## config.mk

```make
export PLATFORM = sky130hd
export DESIGN_NAME = stopwatch_core
export DESIGN_NICKNAME = d
export VERILOG_FILES = /design/src/rtl/stopwatch_core_pkg.sv /design/src/rtl/stopwatch_core_bcd_digit.sv /design/src/rtl/stopwatch_core.sv
export SDC_FILE = /design/constraint.sdc
export NUM_CORES = 1
export LEC_CHECK = 0
export ABC_AREA = 1
export CAP_MARGIN = 20
export CORE_MARGIN = 4
export CORE_UTILIZATION = 25
export CTS_CLUSTER_DIAMETER = 80
export CTS_CLUSTER_SIZE = 40
export DETAILED_ROUTE_END_ITERATION = 16
export SLEW_MARGIN = 5
export SYNTH_ARGS = -nofsm -noshare
export SYNTH_HDL_FRONTEND = slang
export SYNTH_HIERARCHICAL = 1
export SYNTH_SLANG_ARGS = --single-unit
```

## constraint.sdc

```tcl
create_clock -name CLKIn -period 1.81 [get_ports CLKIn]
set_input_delay 0.181 -clock CLKIn [delete_from_list [all_inputs] [get_ports CLKIn]]
set_output_delay 0.181 -clock CLKIn [all_outputs]
set_load 0.01 [all_outputs]
```

## src/rtl/stopwatch_core_pkg.sv

```systemverilog
// Shared definitions for the stopwatch core: FSM state encoding and BCD digit limits.
package stopwatch_core_pkg;

    typedef enum logic [1:0] {
        StIdle  = 2'd0,
        StRun   = 2'd1,
        StPause = 2'd2
    } sw_state_e;

    localparam int unsigned ONES_MAX = 9;
    localparam int unsigned TENS_MAX = 5;

endpackage

```

## src/rtl/stopwatch_core_bcd_digit.sv

```systemverilog
// Modulo-(Max+1) counter digit with synchronous clear and a carry-out that
// fires when an increment rolls the digit over from Max to zero.
module bcd_digit
    import stopwatch_core_pkg::*;
#(
    parameter int unsigned Max   = ONES_MAX,
    parameter int unsigned Width = 4
) (
    input  logic             CLKIn,
    input  logic             Reset,
    input  logic             clear_i,
    input  logic             inc_i,
    output logic [Width-1:0] value_o,
    output logic             carry_o
);

    logic [Width-1:0] value_q;
    logic             at_max;

    assign at_max  = (value_q == Width'(Max));
    assign carry_o = inc_i & at_max;
    assign value_o = value_q;

    always_ff @(posedge CLKIn) begin
        if (Reset || clear_i) begin
            value_q <= '0;
        end else if (inc_i) begin
            value_q <= at_max ? '0 : value_q + Width'(1);
        end
    end

endmodule

```

## src/rtl/stopwatch_core.sv

```systemverilog
// MM:SS stopwatch: edge-detects the 1 Hz tick, runs an IDLE/RUN/PAUSE control FSM
// and drives a chain of four BCD digits, pulsing Wrap on 59:59 -> 00:00.
module stopwatch_core
    import stopwatch_core_pkg::*;
(
    input  logic       CLKIn,
    input  logic       Reset,
    input  logic       TickIn,
    input  logic       Start,
    input  logic       Stop,
    input  logic       Clear,
    output logic [3:0] SecOnes,
    output logic [2:0] SecTens,
    output logic [3:0] MinOnes,
    output logic [2:0] MinTens,
    output logic       Running,
    output logic       Wrap
);

    sw_state_e state_q;
    logic      running_q;
    logic      wrap_q;
    logic      tick_sync_q;
    logic      tick_prev_q;
    logic      tick_event;
    logic      count_en;
    logic      sec_ones_carry;
    logic      sec_tens_carry;
    logic      min_ones_carry;
    logic      min_tens_carry;

    assign tick_event = tick_sync_q & ~tick_prev_q;
    // Counting uses the current state, so a Start arriving with a tick does not count it.
    assign count_en   = tick_event & (state_q == StRun) & ~Clear & ~Stop;

    always_ff @(posedge CLKIn) begin
        if (Reset) begin
            tick_sync_q <= 1'b0;
            tick_prev_q <= 1'b0;
        end else begin
            tick_sync_q <= TickIn;
            tick_prev_q <= tick_sync_q;
        end
    end

    // Control FSM; priority Clear > Stop > Start.
    always_ff @(posedge CLKIn) begin
        if (Reset) begin
            state_q   <= StIdle;
            running_q <= 1'b0;
        end else if (Clear) begin
            state_q   <= StIdle;
            running_q <= 1'b0;
        end else if (Stop) begin
            if (state_q == StRun) begin
                state_q   <= StPause;
                running_q <= 1'b0;
            end
        end else if (Start) begin
            if (state_q != StRun) begin
                state_q   <= StRun;
                running_q <= 1'b1;
            end
        end
    end

    always_ff @(posedge CLKIn) begin
        if (Reset) begin
            wrap_q <= 1'b0;
        end else begin
            wrap_q <= min_tens_carry;
        end
    end

    bcd_digit #(
        .Max   (ONES_MAX),
        .Width (4)
    ) u_sec_ones (
        .CLKIn   (CLKIn),
        .Reset   (Reset),
        .clear_i (Clear),
        .inc_i   (count_en),
        .value_o (SecOnes),
        .carry_o (sec_ones_carry)
    );

    bcd_digit #(
        .Max   (TENS_MAX),
        .Width (3)
    ) u_sec_tens (
        .CLKIn   (CLKIn),
        .Reset   (Reset),
        .clear_i (Clear),
        .inc_i   (sec_ones_carry),
        .value_o (SecTens),
        .carry_o (sec_tens_carry)
    );

    bcd_digit #(
        .Max   (ONES_MAX),
        .Width (4)
    ) u_min_ones (
        .CLKIn   (CLKIn),
        .Reset   (Reset),
        .clear_i (Clear),
        .inc_i   (sec_tens_carry),
        .value_o (MinOnes),
        .carry_o (min_ones_carry)
    );

    bcd_digit #(
        .Max   (TENS_MAX),
        .Width (3)
    ) u_min_tens (
        .CLKIn   (CLKIn),
        .Reset   (Reset),
        .clear_i (Clear),
        .inc_i   (min_ones_carry),
        .value_o (MinTens),
        .carry_o (min_tens_carry)
    );

    assign Running = running_q;
    assign Wrap    = wrap_q;

endmodule

```

== Word-level counts from Yosys, hierarchy flattened ==
Index checks and enable logic that the tools add are counted.
Widths: inputs -> output; s select.

* Add/subtract/negate cells: 4
* Equality and inequality tests: 7
* Multiplexer cells: 12
* Bitwise operators: 11
* Reduce and logical (&&, ||, !) cells: 5

{| class="wikitable"
|+ Operators with widths
! kind !! count
|-
| $add 4x1->4 const B || 2
|-
| $and 1x1->1 || 8
|-
| $eq 4x4->1 const B || 2
|-
| $mux 2 || 4
|-
| $mux 4 || 2
|-
| $add 3x1->3 const B || 2
|-
| $eq 3x3->1 const B || 2
|-
| $mux 3 || 2
|-
| $mux 1 || 4
|-
| $ne 2x1->1 const B || 2
|-
| $reduce_bool 2->1 || 2
|-
| $not 1->1 || 3
|-
| $reduce_and 3->1 || 1
|-
| $eq 2x1->1 const B || 1
|-
| $reduce_or 2->1 || 1
|-
| $logic_or 1x1->1 || 1
|}

* Register bits after elaboration: 20
* Bits of input ports: 6
* Word-level logic and storage cells: 48

== Logic depth before layout (Yosys ltp) ==
Gate-level depths: netlist of the first run.

* Depth in word-level cells: 9
* Depth in mapped cells: 17
* Gate-level depth less buffers: 17

== Cells and area by module ==
Netlist of the first run, hierarchy kept.

{| class="wikitable"
|+ By module, submodules not included
! module !! instances !! cells each !! area each (um^2)
|-
| bcd_digit at u_min_ones ... || 2 || 29 || 195.2
|-
| bcd_digit at u_min_tens ... || 2 || 20 || 140.1
|-
| stopwatch_core || 1 || 28 || 193.9
|}

== Least setup slack after synthesis of the first run ==
OpenSTA, ideal clock, no wires.

* Kind: reg2reg
* Start: reg Running (netlist name)
* End: reg u_min_tens.value_q[1] (netlist: u_min_tens/value_o[1])
* Arrival: 1766 ps
* Path slack: -69 ps
* Stages on the path, launching flop included: 16
* Path buffers: 0
* Period minus slack after synthesis: 1879 ps
* Cell sequence: dfxtp_1 -> nand3_1 -> nor2_1 -> nand2_1 -> inv_2 -> nand2_1 -> inv_1 -> nand3_1 -> nor2_1 -> nand2_1 -> inv_2 -> nand2_1 -> inv_1 -> nand3_1 -> nand2_1 -> nor2_2

{| class="wikitable"
|+ RTL lines
! what !! line !! text
|-
| end signal: assignment || stopwatch_core_bcd_digit.sv:28 || <nowiki>value_q <= at_max ? '0 : value_q + Width'(1);</nowiki>
|-
| end: declaration || stopwatch_core_bcd_digit.sv:17 || <nowiki>logic [Width-1:0] value_q;</nowiki>
|}

== Worst setup path in the final report of the first run ==
* Start: reg tick_prev_q
* End: reg u_min_tens.value_q[0] (netlist: u_min_tens/value_o[0])

* Word-level cells in the longest chain between the ends: 8

{| class="wikitable"
|+ Ends and longest elaborated chain
! what !! line !! text
|-
| start: declaration || stopwatch_core.sv:24 || <nowiki>logic tick_prev_q;</nowiki>
|-
| start signal: assignment || stopwatch_core.sv:42 || <nowiki>tick_prev_q <= tick_sync_q;</nowiki>
|-
| $not 1->1 || stopwatch_core.sv:32 || <nowiki>assign tick_event = tick_sync_q & ~tick_prev_q;</nowiki>
|-
| $and 1x1->1 || stopwatch_core.sv:32 ||
|-
| $and 1x1->1 (3 in a row) || stopwatch_core.sv:34 || <nowiki>assign count_en = tick_event & (state_q == StRun) & ~Clear & ~Stop;</nowiki>
|-
| via count_en || stopwatch_core.sv:26 || <nowiki>logic count_en;</nowiki>
|-
| $and 1x1->1 || stopwatch_core_bcd_digit.sv:21 || <nowiki>assign carry_o = inc_i & at_max;</nowiki>
|-
| via sec_ones_carry || stopwatch_core.sv:27 || <nowiki>logic sec_ones_carry;</nowiki>
|-
| $and 1x1->1 || stopwatch_core_bcd_digit.sv:21 ||
|-
| via sec_tens_carry || stopwatch_core.sv:28 || <nowiki>logic sec_tens_carry;</nowiki>
|-
| $and 1x1->1 || stopwatch_core_bcd_digit.sv:21 ||
|-
| via min_ones_carry || stopwatch_core.sv:29 || <nowiki>logic min_ones_carry;</nowiki>
|}

The timed path passes the listed nets, and every way through them passes these cells.
A chain may end at the register's enable or synchronous reset.

==> metrics.csv, run 1 <==
metric,value,unit
cts_buffer_depth,2,
htreeDepth,1,
fmax,582.6,MHz
fin_nets,169,
netlist_instances,126,
hold_viol_final,0,
clock_skew,0.001146,ns
wl,1.832,mm
ant_nets,0,
syn_area_per_cell,6.862,um2
start_kind,flip-flop,
cts_inserted_buffers,3,
die_w,66.81,um
pwr-share-comb,0.071,
cts_sinks,19,
syn-cell-area,864.6,um2
ys_warn_count,6,
root_buffer,clkbuf_4,
critPathArrivalTime,1.94,ns
start_util,0.2591,
die_area,4463,um2
switching_share,0.2239,
via_per_inst,4.163,
setup_viol,0,
seq_area_frac_synth,0.4399,
multi_input_area,444.2,um2
fill_cells,361,
grt_pass1_vias,740,
first_pass_iters,4,
status,"complete, no violations",
critPathMaxStageDelay,0.31,ns
period_needed,1.717,ns
power_frac_seq,0.618,
net-switching-power,153.1,uW
p_leak,0.0005297,uW
endpoint_kind,flip-flop,
ir_drop,0.2398,mV
grt_util_all_layers,0.08915,
syn-num-nets,132,
portBuffers,21,
hold_ws,0.1925,ns
die_y,66.81,um
path_max_fanout,4,
rows,21,
holdBufCountCts,0,
crit_type,reg -> reg,
power_density,530.5,nW/um2
overflow,0,
clkTransAtPathRegs,0.11,ns
synthTopCellsByArea,"dfxtp_1, nand2_1, nor2_1, inv_1, nor2_2",
post_drt_wl_per_cell,8.808,um
grt_max_degree,11,
n_antenna_cell,0,
cts_tree,done,
io_pins,22,
clkPwrFrac,0.311,
dr_total_vias,866,
slew_violations,0,
worst_pin_slew,0.4129,ns
drive_above_1_share,0.2778,
placed_cell_area,1189,um2
synthDominantCellAreaShare,0.4399,
clock_latency,0.29,ns
path_common_cell,inv_2,
max_slew_margin,0.7239,
drt_iter0_drc,30,
drc,0,
period_share,0.9484,
gp_congestion,0.7573,
utilization,0.3862,
area_growth,49.06,%
synth-seq-cells,19,
grt_first_pass_wirelength,3.063,mm
core-area,3337,um2
regArea,382.9,um2
synth_cell_types,14,
slowest_stage,dfxtp_1,
antenna_found_initial,0,
worstPathRequired,2.03,ns
dpl.hpwl,1.396,mm
worstPathCellList,nor2_1 -> nand2_1 -> nor2_4 -> nand2_1 -> inv_2 -> nand2_2 -> inv_2 -> nand3_4 -> nor2_4 -> nand2_1 -> inv_2 -> nand2_2 -> inv_2 -> buf_4 -> nor2_1 -> nor3b_2,
worstHoldPathType,in -> reg,
synth_top_cell_by_area,dfxtp_1,
drv_cap,0,
final_cell_area,1289,um2
rsz0062_at_grt,true,
p_int,530.6,uW
-- cell usage in the layout (no fill, tap or decap), types with 3 or more instances in the layout --
| master | synthesis | final |
|---|---|---|
| a21oi_1 | 3 | 3 |
| clkbuf_4 | 0 | 3 |
| nand2_2 | 1 | 3 |
| nor2_2 | 7 | 7 |
| nor2_1 | 22 | 20 |
| inv_2 | 5 | 8 |
| clkdlybuf4s50_1 | 0 | 20 |
| dfxtp_1 | 19 | 17 |
| nand2_1 | 35 | 33 |
| inv_1 | 17 | 14 |
| nand3_1 | 7 | 4 |
| buf_4 | 0 | 11 |
| nor2_4 | 2 | 4 |
-- power by group through the flow --
stage | combinational [uW] | clock [uW] | sequential (uW)
floorplan | 20.5 | 0 | 433
global placement | 48.1 | 0 | 432
detailed placement | 48.4 | 0 | 432
CTS | 48.5 | 226 | 422
global route | 53.8 | 248 | 423
finish | 48.8 | 212 | 422
-- logic make-up (layout without fill, tap and decap cells) --
group | count (synthesis) | after routing | synth area share
simple gates | 78 | 78 | 0.4153
buf+inv | 22 | 58 | 0.09551
flops | 19 | 19 | 0.4399
compound gates | 7 | 7 | 0.04920
-- final timing paths --
| kind | slack (ns) | endpoint | start | cells after the start |
|---|---|---|---|---|
| worst max-delay path | 0.09 | u_min_tens/value_o[0] | tick_prev_q | 16 |
| worst min-delay path | 0.19 | state_q[1] | Stop | 3 |
| worst max register to register | 0.09 | u_min_tens/value_o[0] | tick_prev_q | 16 |
| worst min register to register | 0.43 | tick_prev_q | tick_sync_q | 2 |
-- critical path, delay by kind of cell, from the launching register on --
kind	cells	cell delay [ns]
buf+inv	5	0.39
flops	1	0.31
simple gates	11	0.95
-- layout make-up --
class	instances	area share
clock buffers	4	0.02039
inverters	22	0.06408
multi-input cells	85	0.3447
flip-flops and latches	19	0.2971
well taps	46	0.04466
repair buffers	32	0.2291
-- registers in the layout, summed over array words and instances (netlist names) --
register,cells
Running,1
Wrap,1
state_q,1
tick_prev_q,1
tick_sync_q,1
u_min_ones/value_o,4
u_min_tens/value_o,3
u_sec_ones/value_o,4
u_sec_tens/value_o,3
-- routing by layer --
layer	up-vias	share of wire	GRT usage	wire length, um
met4	0	0.018	0.04569	33
met1	391	0.43	0.1049	796
met3	4	0.047	0.02698	87
met5	-	0	0	0
met2	19	0.50	0.1448	915
li1	452	-	-	-
-- synthesized netlist by cell type (all sizes together) --
| master | number |
|---|---|
| nand2 | 36 |
| nor2 | 31 |
| inv | 22 |
| dfxtp | 19 |
| nand3 | 7 |
| a21oi | 5 |
| nand4 | 2 |
| nor3b | 2 |
| o21ai | 2 |
-- through the flow --
step                setup TNS (ns)  total power (uW)  setup WS, ns  std cells
floorplan                        0             453.2       0.02595        126
global placement            -1.465             479.9       -0.3008        200
detailed placement          -1.717             480.3       -0.3328        200
CTS                              0             697.1      0.009831        205
global route              -0.03400             724.6      -0.03400        208
finish                           0             683.6       0.09348        208
-- timing repair --
item | in CTS | in global routing
setup endpoints to repair | 3 | 6
setup buffers | 1 | 3
resized for setup | 0 | 14
pin swaps | 1 | 4
No activity file was read; power rests on OpenSTA's default activity.
==> inputs of run 2 (changes only) <==
- CAP_MARGIN: 20 -> unset
==> results of run 2 <==
Same layout as run 1: the final DEF is identical, and so are final timing and power.
